File: config.mk
export PLATFORM = sky130hd
export DESIGN_NAME = writeback_unit_flat
export DESIGN_NICKNAME = d
export VERILOG_FILES = /design/src/rtl/writeback_unit_if.sv /design/src/rtl/writeback_unit.sv /design/src/flat_wrapper.sv
export SDC_FILE = /design/constraint.sdc
export NUM_CORES = 1
export LEC_CHECK = 0
export CAP_MARGIN = 40
export CORE_MARGIN = 4
export CORE_UTILIZATION = 49
export DETAILED_ROUTE_END_ITERATION = 16
export PLACE_DENSITY = 0.81
export SYNTH_ARGS = -nofsm -noshare
export SYNTH_HDL_FRONTEND = slang
export SYNTH_SLANG_ARGS = --single-unit
export TNS_END_PERCENT = 30
File: constraint.sdc
create_clock -name clk -period 3.2 [get_ports clk]
set_input_delay 0.48 -clock clk [delete_from_list [all_inputs] [get_ports clk]]
set_output_delay 0.48 -clock clk [all_outputs]
set_load 0.05 [all_outputs]
File: src/rtl/writeback_unit_if.sv
// Writeback unit bus bundle: ALU offer, load issue/response,
// register-file write port, hazard query and forwarding outputs.
interface writeback_unit_if;
   logic        alu_valid;
   logic [4:0]  alu_rd;
   logic [31:0] alu_data;
   logic        alu_ready;
   logic        ld_issue;
   logic [4:0]  ld_issue_rd;
   logic        mem_valid;
   logic [4:0]  mem_rd;
   logic [2:0]  mem_funct3;
   logic [1:0]  mem_addr_lo;
   logic [31:0] mem_rdata;
   logic        mem_ready;
   logic        rf_we;
   logic [4:0]  rf_waddr;
   logic [31:0] rf_wdata;
   logic [4:0]  chk_rs1;
   logic [4:0]  chk_rs2;
   logic        hazard1;
   logic        hazard2;
   logic        fwd1_valid;
   logic        fwd2_valid;
   logic [31:0] fwd1_data;
   logic [31:0] fwd2_data;

   modport master (
      output alu_valid, alu_rd, alu_data,
      output ld_issue, ld_issue_rd,
      output mem_valid, mem_rd, mem_funct3,
      output mem_addr_lo, mem_rdata,
      output chk_rs1, chk_rs2,
      input  alu_ready, mem_ready,
      input  rf_we, rf_waddr, rf_wdata,
      input  hazard1, hazard2,
      input  fwd1_valid, fwd2_valid,
      input  fwd1_data, fwd2_data
   );

   modport slave (
      input  alu_valid, alu_rd, alu_data,
      input  ld_issue, ld_issue_rd,
      input  mem_valid, mem_rd, mem_funct3,
      input  mem_addr_lo, mem_rdata,
      input  chk_rs1, chk_rs2,
      output alu_ready, mem_ready,
      output rf_we, rf_waddr, rf_wdata,
      output hazard1, hazard2,
      output fwd1_valid, fwd2_valid,
      output fwd1_data, fwd2_data
   );
endinterface

File: src/rtl/writeback_unit.sv
// Writeback unit: load FIFO with extension, ALU/load arbitration,
// pending-load scoreboard. Optional forwarding: WB_BYPASS_EN.
module writeback_unit #(
   parameter int DEPTH = 2
) (
   input logic            clk,
   input logic            resetn,
   writeback_unit_if.slave wb
);
   localparam int AW = $clog2(DEPTH);
   localparam logic [AW:0] FULL = (AW+1)'(DEPTH);

   typedef struct packed {
      logic [4:0]  rd;
      logic [31:0] data;
   } ent_t;

   ent_t          q [DEPTH];
   ent_t          head;
   logic [AW-1:0] wr_ptr;
   logic [AW-1:0] rd_ptr;
   logic [AW:0]   count;
   logic          push;
   logic          pop;
   logic          alu_fire;
   logic [7:0]    lane_b;
   logic [15:0]   lane_h;
   logic [31:0]   ld_ext;
   logic          sel_any;
   logic          sel_load;
   logic [4:0]    sel_rd;
   logic [31:0]   sel_data;
   logic [31:0]   pending;
   logic [31:0]   pend_set;
   logic [31:0]   pend_clr;
   logic          wb_load;
   logic          match1;
   logic          match2;

   assign wb.mem_ready = count != FULL;
   assign wb.alu_ready = count == '0;
   assign push = wb.mem_valid && wb.mem_ready;
   assign pop = count != '0;
   assign alu_fire = wb.alu_valid && wb.alu_ready;
   assign head = q[rd_ptr];

   // Lane select and sign/zero extension before the FIFO.
   always_comb begin
      unique case (wb.mem_addr_lo)
         2'd0: lane_b = wb.mem_rdata[7:0];
         2'd1: lane_b = wb.mem_rdata[15:8];
         2'd2: lane_b = wb.mem_rdata[23:16];
         2'd3: lane_b = wb.mem_rdata[31:24];
      endcase
      lane_h = wb.mem_addr_lo[1] ? wb.mem_rdata[31:16]
                                 : wb.mem_rdata[15:0];
      case (wb.mem_funct3)
         3'b000:  ld_ext = {{24{lane_b[7]}}, lane_b};
         3'b001:  ld_ext = {{16{lane_h[15]}}, lane_h};
         3'b100:  ld_ext = {24'b0, lane_b};
         3'b101:  ld_ext = {16'b0, lane_h};
         default: ld_ext = wb.mem_rdata;
      endcase
   end

   // Queued loads win; the ALU is served only when the FIFO is empty.
   always_comb begin
      sel_any = 1'b0;
      sel_load = 1'b0;
      sel_rd = '0;
      sel_data = '0;
      if (pop) begin
         sel_any = 1'b1;
         sel_load = 1'b1;
         sel_rd = head.rd;
         sel_data = head.data;
      end else if (alu_fire) begin
         sel_any = 1'b1;
         sel_rd = wb.alu_rd;
         sel_data = wb.alu_data;
      end
   end

   // FIFO storage holds already-extended load data.
   always_ff @(posedge clk) begin
      if (push) q[wr_ptr] <= '{rd: wb.mem_rd, data: ld_ext};
   end

   // FIFO pointers and occupancy.
   always_ff @(posedge clk or negedge resetn) begin
      if (!resetn) begin
         wr_ptr <= '0;
         rd_ptr <= '0;
         count <= '0;
      end else begin
         if (push) wr_ptr <= wr_ptr + AW'(1);
         if (pop) rd_ptr <= rd_ptr + AW'(1);
         case ({push, pop})
            2'b10:   count <= count + (AW+1)'(1);
            2'b01:   count <= count - (AW+1)'(1);
            default: count <= count;
         endcase
      end
   end

   // Registered write port; address/data hold when nothing is selected.
   always_ff @(posedge clk or negedge resetn) begin
      if (!resetn) begin
         wb.rf_we <= 1'b0;
         wb.rf_waddr <= '0;
         wb.rf_wdata <= '0;
         wb_load <= 1'b0;
      end else begin
         wb.rf_we <= sel_any && (sel_rd != '0);
         if (sel_any) begin
            wb.rf_waddr <= sel_rd;
            wb.rf_wdata <= sel_data;
            wb_load <= sel_load;
         end
      end
   end

   // Scoreboard set/clear masks; a load writeback clears its rd.
   always_comb begin
      pend_set = '0;
      pend_clr = '0;
      if (wb.ld_issue && (wb.ld_issue_rd != '0))
         pend_set = 32'd1 << wb.ld_issue_rd;
      if (wb.rf_we && wb_load)
         pend_clr = 32'd1 << wb.rf_waddr;
   end

   // Pending bits; set beats clear, x0 never pending.
   always_ff @(posedge clk or negedge resetn) begin
      if (!resetn) pending <= '0;
      else pending <= ((pending & ~pend_clr) | pend_set) & ~32'd1;
   end

   // Hazard and forwarding against the current write port.
   always_comb begin
      match1 = wb.rf_we && (wb.rf_waddr == wb.chk_rs1)
               && (wb.chk_rs1 != '0);
      match2 = wb.rf_we && (wb.rf_waddr == wb.chk_rs2)
               && (wb.chk_rs2 != '0);
`ifdef WB_BYPASS_EN
      wb.fwd1_valid = match1;
      wb.fwd2_valid = match2;
      wb.fwd1_data = wb.rf_wdata;
      wb.fwd2_data = wb.rf_wdata;
      wb.hazard1 = (wb.chk_rs1 != '0) && pending[wb.chk_rs1] && !match1;
      wb.hazard2 = (wb.chk_rs2 != '0) && pending[wb.chk_rs2] && !match2;
`else
      wb.fwd1_valid = 1'b0;
      wb.fwd2_valid = 1'b0;
      wb.fwd1_data = '0;
      wb.fwd2_data = '0;
      wb.hazard1 = (wb.chk_rs1 != '0) && (pending[wb.chk_rs1] || match1);
      wb.hazard2 = (wb.chk_rs2 != '0) && (pending[wb.chk_rs2] || match2);
`endif
   end
endmodule

File: src/flat_wrapper.sv
// flat-port wrapper written by rule: the top's interface ports become plain ports
module writeback_unit_flat 
#(
   parameter int DEPTH = 2
)
  (clk, resetn, wb_alu_valid, wb_alu_rd, wb_alu_data, wb_ld_issue, wb_ld_issue_rd, wb_mem_valid, wb_mem_rd, wb_mem_funct3, wb_mem_addr_lo, wb_mem_rdata, wb_chk_rs1, wb_chk_rs2, wb_alu_ready, wb_mem_ready, wb_rf_we, wb_rf_waddr, wb_rf_wdata, wb_hazard1, wb_hazard2, wb_fwd1_valid, wb_fwd2_valid, wb_fwd1_data, wb_fwd2_data);
  writeback_unit_if wb_i ();
  input logic clk;
  input logic resetn;
  input wire logic [$bits(wb_i.alu_valid)-1:0] wb_alu_valid;
  input wire logic [$bits(wb_i.alu_rd)-1:0] wb_alu_rd;
  input wire logic [$bits(wb_i.alu_data)-1:0] wb_alu_data;
  input wire logic [$bits(wb_i.ld_issue)-1:0] wb_ld_issue;
  input wire logic [$bits(wb_i.ld_issue_rd)-1:0] wb_ld_issue_rd;
  input wire logic [$bits(wb_i.mem_valid)-1:0] wb_mem_valid;
  input wire logic [$bits(wb_i.mem_rd)-1:0] wb_mem_rd;
  input wire logic [$bits(wb_i.mem_funct3)-1:0] wb_mem_funct3;
  input wire logic [$bits(wb_i.mem_addr_lo)-1:0] wb_mem_addr_lo;
  input wire logic [$bits(wb_i.mem_rdata)-1:0] wb_mem_rdata;
  input wire logic [$bits(wb_i.chk_rs1)-1:0] wb_chk_rs1;
  input wire logic [$bits(wb_i.chk_rs2)-1:0] wb_chk_rs2;
  output wire logic [$bits(wb_i.alu_ready)-1:0] wb_alu_ready;
  output wire logic [$bits(wb_i.mem_ready)-1:0] wb_mem_ready;
  output wire logic [$bits(wb_i.rf_we)-1:0] wb_rf_we;
  output wire logic [$bits(wb_i.rf_waddr)-1:0] wb_rf_waddr;
  output wire logic [$bits(wb_i.rf_wdata)-1:0] wb_rf_wdata;
  output wire logic [$bits(wb_i.hazard1)-1:0] wb_hazard1;
  output wire logic [$bits(wb_i.hazard2)-1:0] wb_hazard2;
  output wire logic [$bits(wb_i.fwd1_valid)-1:0] wb_fwd1_valid;
  output wire logic [$bits(wb_i.fwd2_valid)-1:0] wb_fwd2_valid;
  output wire logic [$bits(wb_i.fwd1_data)-1:0] wb_fwd1_data;
  output wire logic [$bits(wb_i.fwd2_data)-1:0] wb_fwd2_data;
  assign wb_i.alu_valid = wb_alu_valid;
  assign wb_i.alu_rd = wb_alu_rd;
  assign wb_i.alu_data = wb_alu_data;
  assign wb_i.ld_issue = wb_ld_issue;
  assign wb_i.ld_issue_rd = wb_ld_issue_rd;
  assign wb_i.mem_valid = wb_mem_valid;
  assign wb_i.mem_rd = wb_mem_rd;
  assign wb_i.mem_funct3 = wb_mem_funct3;
  assign wb_i.mem_addr_lo = wb_mem_addr_lo;
  assign wb_i.mem_rdata = wb_mem_rdata;
  assign wb_i.chk_rs1 = wb_chk_rs1;
  assign wb_i.chk_rs2 = wb_chk_rs2;
  assign wb_alu_ready = wb_i.alu_ready;
  assign wb_mem_ready = wb_i.mem_ready;
  assign wb_rf_we = wb_i.rf_we;
  assign wb_rf_waddr = wb_i.rf_waddr;
  assign wb_rf_wdata = wb_i.rf_wdata;
  assign wb_hazard1 = wb_i.hazard1;
  assign wb_hazard2 = wb_i.hazard2;
  assign wb_fwd1_valid = wb_i.fwd1_valid;
  assign wb_fwd2_valid = wb_i.fwd2_valid;
  assign wb_fwd1_data = wb_i.fwd1_data;
  assign wb_fwd2_data = wb_i.fwd2_data;
  writeback_unit #(.DEPTH(DEPTH)) u_core (.clk(clk), .resetn(resetn), .wb(wb_i));
endmodule
=== Word level (Yosys, flattened, before mapping) ===
Memories as Yosys holds them, arrays and structs flattened.
Index checks and enable logic that the tools add are counted.

* $add $sub $neg: 4
* Magnitude comparators: 2
* Eq/ne operators: 11
* Shift-type cells: 2
* Muxes and demuxes: 19
* Bitwise gates (word level): 3
* Reductions and logical operators: 22

{| class="wikitable"
|+ Operators by type and width
! cell !! number
|-
| $mux 32 || 4
|-
| $pmux 32 s4 || 1
|-
| $shl 1x5->32 const A || 2
|-
| $and 32x32->32 || 1
|-
| $not 32->32 || 1
|-
| $or 32x32->32 || 1
|-
| $pmux 8 s4 || 1
|-
| $reduce_bool 5->1 || 4
|-
| $mux 16 || 1
|-
| $lt 5x6->1 const B || 2
|-
| $logic_and 1x1->1 || 11
|-
| $bmux 1 s5 || 2
|-
| $eq 5x5->1 || 2
|-
| $mux 5 || 2
|-
| $mux 1 || 7
|-
| $eq 2x2->1 const B || 3
|-
| $eq 3x3->1 const B || 2
|-
| $eq 2x1->1 const B || 2
|-
| $logic_not 2->1 || 2
|-
| $pmux 2 s2 || 1
|-
| $reduce_bool 2->1 || 2
|-
| $eq 3x1->1 const B || 1
|-
| $logic_not 3->1 || 1
|-
| $add 1x1->1 const B || 2
|-
| other kinds (4) || 5
|}

* Register bits: 74
* Bits in writable memories: 74
* Input bits: 99
* Output and inout bits: 108
* Word-level logic and storage cells: 72
* Memories kept: 1

{| class="wikitable"
|+ Memories
! memory !! words !! width !! read ports !! clocked after Yosys merged registers in !! write ports !! line !! source
|-
| u_core.q || 2 || 37 || 1 || 0 || 1 || writeback_unit.sv:18 || <nowiki>ent_t q [DEPTH];</nowiki>
|}

=== Longest topological paths before layout ===
* Depth in word-level cells: 6
* Gate-level depth with buffers: 7
* Depth with buffers taken out: 6

=== Worst setup path after synthesis ===
OpenSTA, ideal clock, no wires.

* Path type: reg2reg
* From: register u_core.count[0]
* To: memory u_core.q[0][0] (netlist name) (enable)
* Library setup time: 431 ps
* Arrival time: 2640 ps
* Required time: 2769 ps
* Setup slack: 128 ps
* Stages on the path, launching flop included: 4
* Buffers on the path: 0
* Period minus slack after synthesis: 3072 ps
* Cell sequence: dfrtp_1 > nand2b_1 > nand2_1 > nor2_1

* Cells in the longest elaborated chain, start to end: 4

{| class="wikitable"
|+ Ends and longest elaborated chain
! element !! line !! source
|-
| from (decl) || writeback_unit.sv:22 || <nowiki>logic [AW:0] count;</nowiki>
|-
| from (signal assigned) || writeback_unit.sv:99 || <nowiki>2'b10: count <= count + (AW+1)'(1);</nowiki>
|-
| from (signal assigned) || writeback_unit.sv:100 || <nowiki>2'b01: count <= count - (AW+1)'(1);</nowiki>
|-
| from (signal assigned) || writeback_unit.sv:101 || <nowiki>default: count <= count;</nowiki>
|-
| $ne 2x2->1 || writeback_unit.sv:40 || <nowiki>assign wb.mem_ready = count != FULL;</nowiki>
|-
| via wb_mem_ready || flat_wrapper.sv:23 || <nowiki>output wire logic [$bits(wb_i.mem_ready)-1:0] wb_mem_ready;</nowiki>
|-
| $logic_and 1x1->1 || writeback_unit.sv:42 || <nowiki>assign push = wb.mem_valid && wb.mem_ready;</nowiki>
|-
| $mux 1 || writeback_unit.sv:86 || <nowiki>if (push) q[wr_ptr] <= '{rd: wb.mem_rd, data: ld_ext};</nowiki>
|-
| $mux 1 (implied by the code) || writeback_unit.sv:86 ||
|-
| to (decl) || writeback_unit.sv:18 ||
|}

The timed path passes the listed nets, and every way through them passes these cells.

=== Worst setup path in the final report ===
* From: input port wb_chk_rs1[0]
* To: output port wb_hazard1

* Cells in the longest elaborated chain, start to end: 5
* Elaborated cells on any way between the ends: 8
* Those cells by class: eq/ne: 1; mux: 2; reduce/logical: 5

{| class="wikitable"
|+ Ends and longest elaborated chain
! element !! line !! source
|-
| from (decl) || flat_wrapper.sv:20 || <nowiki>input wire logic [$bits(wb_i.chk_rs1)-1:0] wb_chk_rs1;</nowiki>
|-
| parallel branches: the longest is 4 deep, another holds $bmux 1 s5 || n/a ||
|-
| $logic_and 1x1->1 * || writeback_unit.sv:157 || <nowiki>wb.hazard1 = (wb.chk_rs1 != '0) && (pending[wb.chk_rs1] || match1);</nowiki>
|-
| to (decl) || flat_wrapper.sv:27 || <nowiki>output wire logic [$bits(wb_i.hazard1)-1:0] wb_hazard1;</nowiki>
|}

Every way passes the cells marked *. The select of a mux whose other input is x is not followed.

==> impl_metrics.tcl <==
set metrics [dict create \
    status "completed" \
    syn_inst 691 \
    slew_viol_final 0 \
    cts.reportedPaths.clkPinSlew_ns 0.06 \
    period_share_pct 92.6 \
    p_leak_nw 3.83 \
    drc 0 \
    dp.cells 1013 \
    crit_path_frequent_cell "a21oi_1" \
    fin_skew_ns 0.0116 \
    globalplace.congestion 0.987 \
    die_height_um 134 \
    wl_per_cell_um 18.5 \
    worstPathRequired_ns 2.72 \
    final_nets 922 \
    ys_ff_latch 148 \
    syn_area_per_cell_um2 11.2 \
    overflow 0 \
    grt_pass1_wl_mm 29.9 \
    min_period_ns 2.96 \
    peakVddDrop_v 0.000475 \
    area_growth_pct 24.7 \
    rows 45 \
    finalSetupTns_ns 0 \
    io_buffers 140 \
    pin_count 207 \
    first_iter_violations 518 \
    drt-total-wl_mm 19.4 \
    synth.most_common_cell "o21ai_0" \
    die_x_um 134 \
    synth_edf_count 74 \
    setup_viol 0 \
    ys_warn_count 0 \
    cts_tree "built" \
    drive_gt1_share_pct 9.22 \
    coreArea_mm2 0.0153 \
    synth_common_cells "o21ai_0, dfrtp_1, edfxtp_1" \
    worstReg2RegStart "u_core.rd_ptr$_DFFE_PN0N_" \
    powerDensity_mw_per_mm2 949 \
    crit_path_start "wb_chk_rs1[0]" \
    max_freq_mhz 338 \
    path_class "input port to output port" \
    fin_cells 1047 \
    r2r_cells 4 \
    r2r_slack_ns 1.28 \
    crit_end "wb_hazard1" \
    slowest_delay_ns 0.70 \
    cts_buffers 17 \
    timing.rr.end "u_core.wb.rf_wdata[0]$_DFFE_PN0P_" \
    firstDrtPassIters 5 \
    synth_area_leader_cell "edfxtp_1" \
    end_kind "output port" \
    grt.total_usage_pct 21.4 \
    path_max_fanout 7 \
    critical-path-slowest-cell "clkdlybuf4s50_1" \
    slew_headroom_pct 44.9 \
    drv_cap 0 \
    rsz0062_at_grt "false" \
    die-area_mm2 0.0179 \
    cts_setup_buffers 0 \
    antenna_found_initial 1 \
    via_per_inst 5.48 \
    synth_area_leaders "edfxtp_1, dfrtp_1, buf_4" \
    clock-sinks 148 \
    fillers 1222 \
    netlist.area_leader.share_pct 28.7 \
    hpwl_mm 14.2 \
    vias 5734 \
    cts_buffer_depth 2 \
    start_kind "input port" \
    yosysSeqAreaShare_pct 52.7 \
    ys_async_sr_fraction_pct 50.0 \
    grt_max_degree 64 \
    drtAntennaViolNets 0 \
    netlist_area_mm2 0.00773 \
    hold_viol_final 0 \
    worst_skew_pair.late_latency_ns 0.41 \
    cts_root_buffer "clkbuf_16" \
    final_util_pct 63.0 \
    crit_chain "clkdlybuf4s50_1 -> mux4_1 -> nand2b_1 -> a21oi_1 -> a311o_1 -> a21oi_1 -> buf_12" \
    grt_pass1_vias 5604 \
    worst_pin_slew_ns 0.826 \
    synth_flop_cell "edfxtp_1" \
    ctsHtreeMaxLevel 4 \
    hold_path.class "input port to async pin" \
    initial_utilization_pct 50.5 \
    synth_cell_types 46 \
    critical_path_arrival_ns 2.48 \
]
[cells in the final DEF (no fill, tap or decap), types with 7 or more instances in the layout]
| cell | instances |
|---|---|
| buf_4 | 15 |
| edfxtp_1 | 74 |
| a22oi_1 | 9 |
| clkdlybuf4s50_1 | 134 |
| dfrtp_1 | 73 |
| conb_1 | 66 |
| nand3b_1 | 10 |
| mux2_2 | 14 |
| a211oi_1 | 32 |
| nor2b_1 | 45 |
| nor2_1 | 12 |
| nand2_1 | 61 |
| a21oi_1 | 45 |
| clkbuf_16 | 17 |
| xor2_1 | 9 |
| o21ai_0 | 76 |
| mux2i_1 | 42 |
| nand2b_1 | 7 |
| nand3_1 | 8 |
[per-layer routing]
metal  global-route usage (%)  wire (um)  part of all wire (%)
met5                        0          0                     0
met4                     7.83        480                   2.5
met3                     4.83       1180                   6.1
met2                     36.4      10100                    52
met1                     27.0       7680                    40
[worst max-delay path, delay by kind of cell]
family / cells / cell delay, ns
buffers and inverters: 2 / 0.87
multiplexers: 1 / 0.58
AO/OA/AOI/OAI: 3 / 0.39
AND/OR/NAND/NOR: 1 / 0.15
[per-stage QoR]
stage | total power, mW | setup slack, ns | hold slack (ns) | area [um2]
finish | 9.16 | 0.238 | 0.471 | 9650
global route | 9.61 | 0.171 | 0.490 | 9650
CTS | 9.19 | 0.132 | 0.451 | 9640
detailed placement | 7.27 | 0.133 | 0.353 | 9060
global placement | 7.20 | 0.199 | 0.483 | 9030
floorplan | 5.96 | 0.128 | 0.184 | 7980
[state kept, by name, indices dropped and copies added (netlist names)]
register / count
u_core.q: 74
u_core.wb.rf_wdata: 32
u_core.pending: 31
u_core.wb.rf_waddr: 5
u_core.count: 2
u_core.rd_ptr: 1
u_core.wb.rf_we: 1
u_core.wb_load: 1
u_core.wr_ptr: 1
[report_power, final]
group	internal [mW]	switching, mW	leakage (nW)
Clock	1.09	0.809	0.277
Sequential	2.77	0.649	1.55
Combinational	1.40	2.44	2.01
[logic make-up (layout without fill, tap and decap cells)]
kind of cell,count (synthesis),after routing,share of synthesized area [%]
adder cells (fa/ha/maj),1,1,0.162
XOR/XNOR,15,15,1.70
other,1,67,0.0485
buffers and inverters,114,193,9.74
AO/OA/AOI/OAI,184,184,14.1
multiplexers,68,68,10.8
flip-flops,148,148,52.7
AND/OR/NAND/NOR,160,160,10.8
[worst min path at each step]
| stage | startpoint | end | slack (ns) | cells after the start |
|---|---|---|---|---|
| after floorplan | resetn | u_core.count[0]$_DFFE_PN0P_ | 0.18 | 0 |
| after global placement | u_core.count[1]$_DFFE_PN0P_ | u_core.count[1]$_DFFE_PN0P_ | 0.48 | 1 |
| after detailed placement | resetn | u_core.wb.rf_wdata[26]$_DFFE_PN0P_ | 0.35 | 1 |
| after CTS | resetn | u_core.wb.rf_wdata[26]$_DFFE_PN0P_ | 0.45 | 2 |
| after global routing | resetn | u_core.wb.rf_wdata[26]$_DFFE_PN0P_ | 0.49 | 2 |
| final | resetn | u_core.wb.rf_wdata[23]$_DFFE_PN0P_ | 0.47 | 2 |
[cell type report]
| cell class | count | area (um2) | area share (%) |
|---|---|---|---|
| antenna | 1 | 2.50 | 0.0259 |
| multi-input combinational | 494 | 3160 | 32.8 |
| clock inverter | 15 | 146 | 1.52 |
| sequential | 148 | 4080 | 42.2 |
| clock buffer | 17 | 425 | 4.41 |
| inverter | 6 | 22.5 | 0.233 |
| timing repair buffer | 155 | 1550 | 16.1 |
| tap | 211 | 264 | 2.74 |
[what timing repair did]
item	4_1_cts	5_1_grt
endpoints found under the hold margin	11	0
gates resized for setup	0	1
hold buffers	1	0
setup endpoints to repair	0	1
Note: power is estimated with default switching activity, not from simulation.
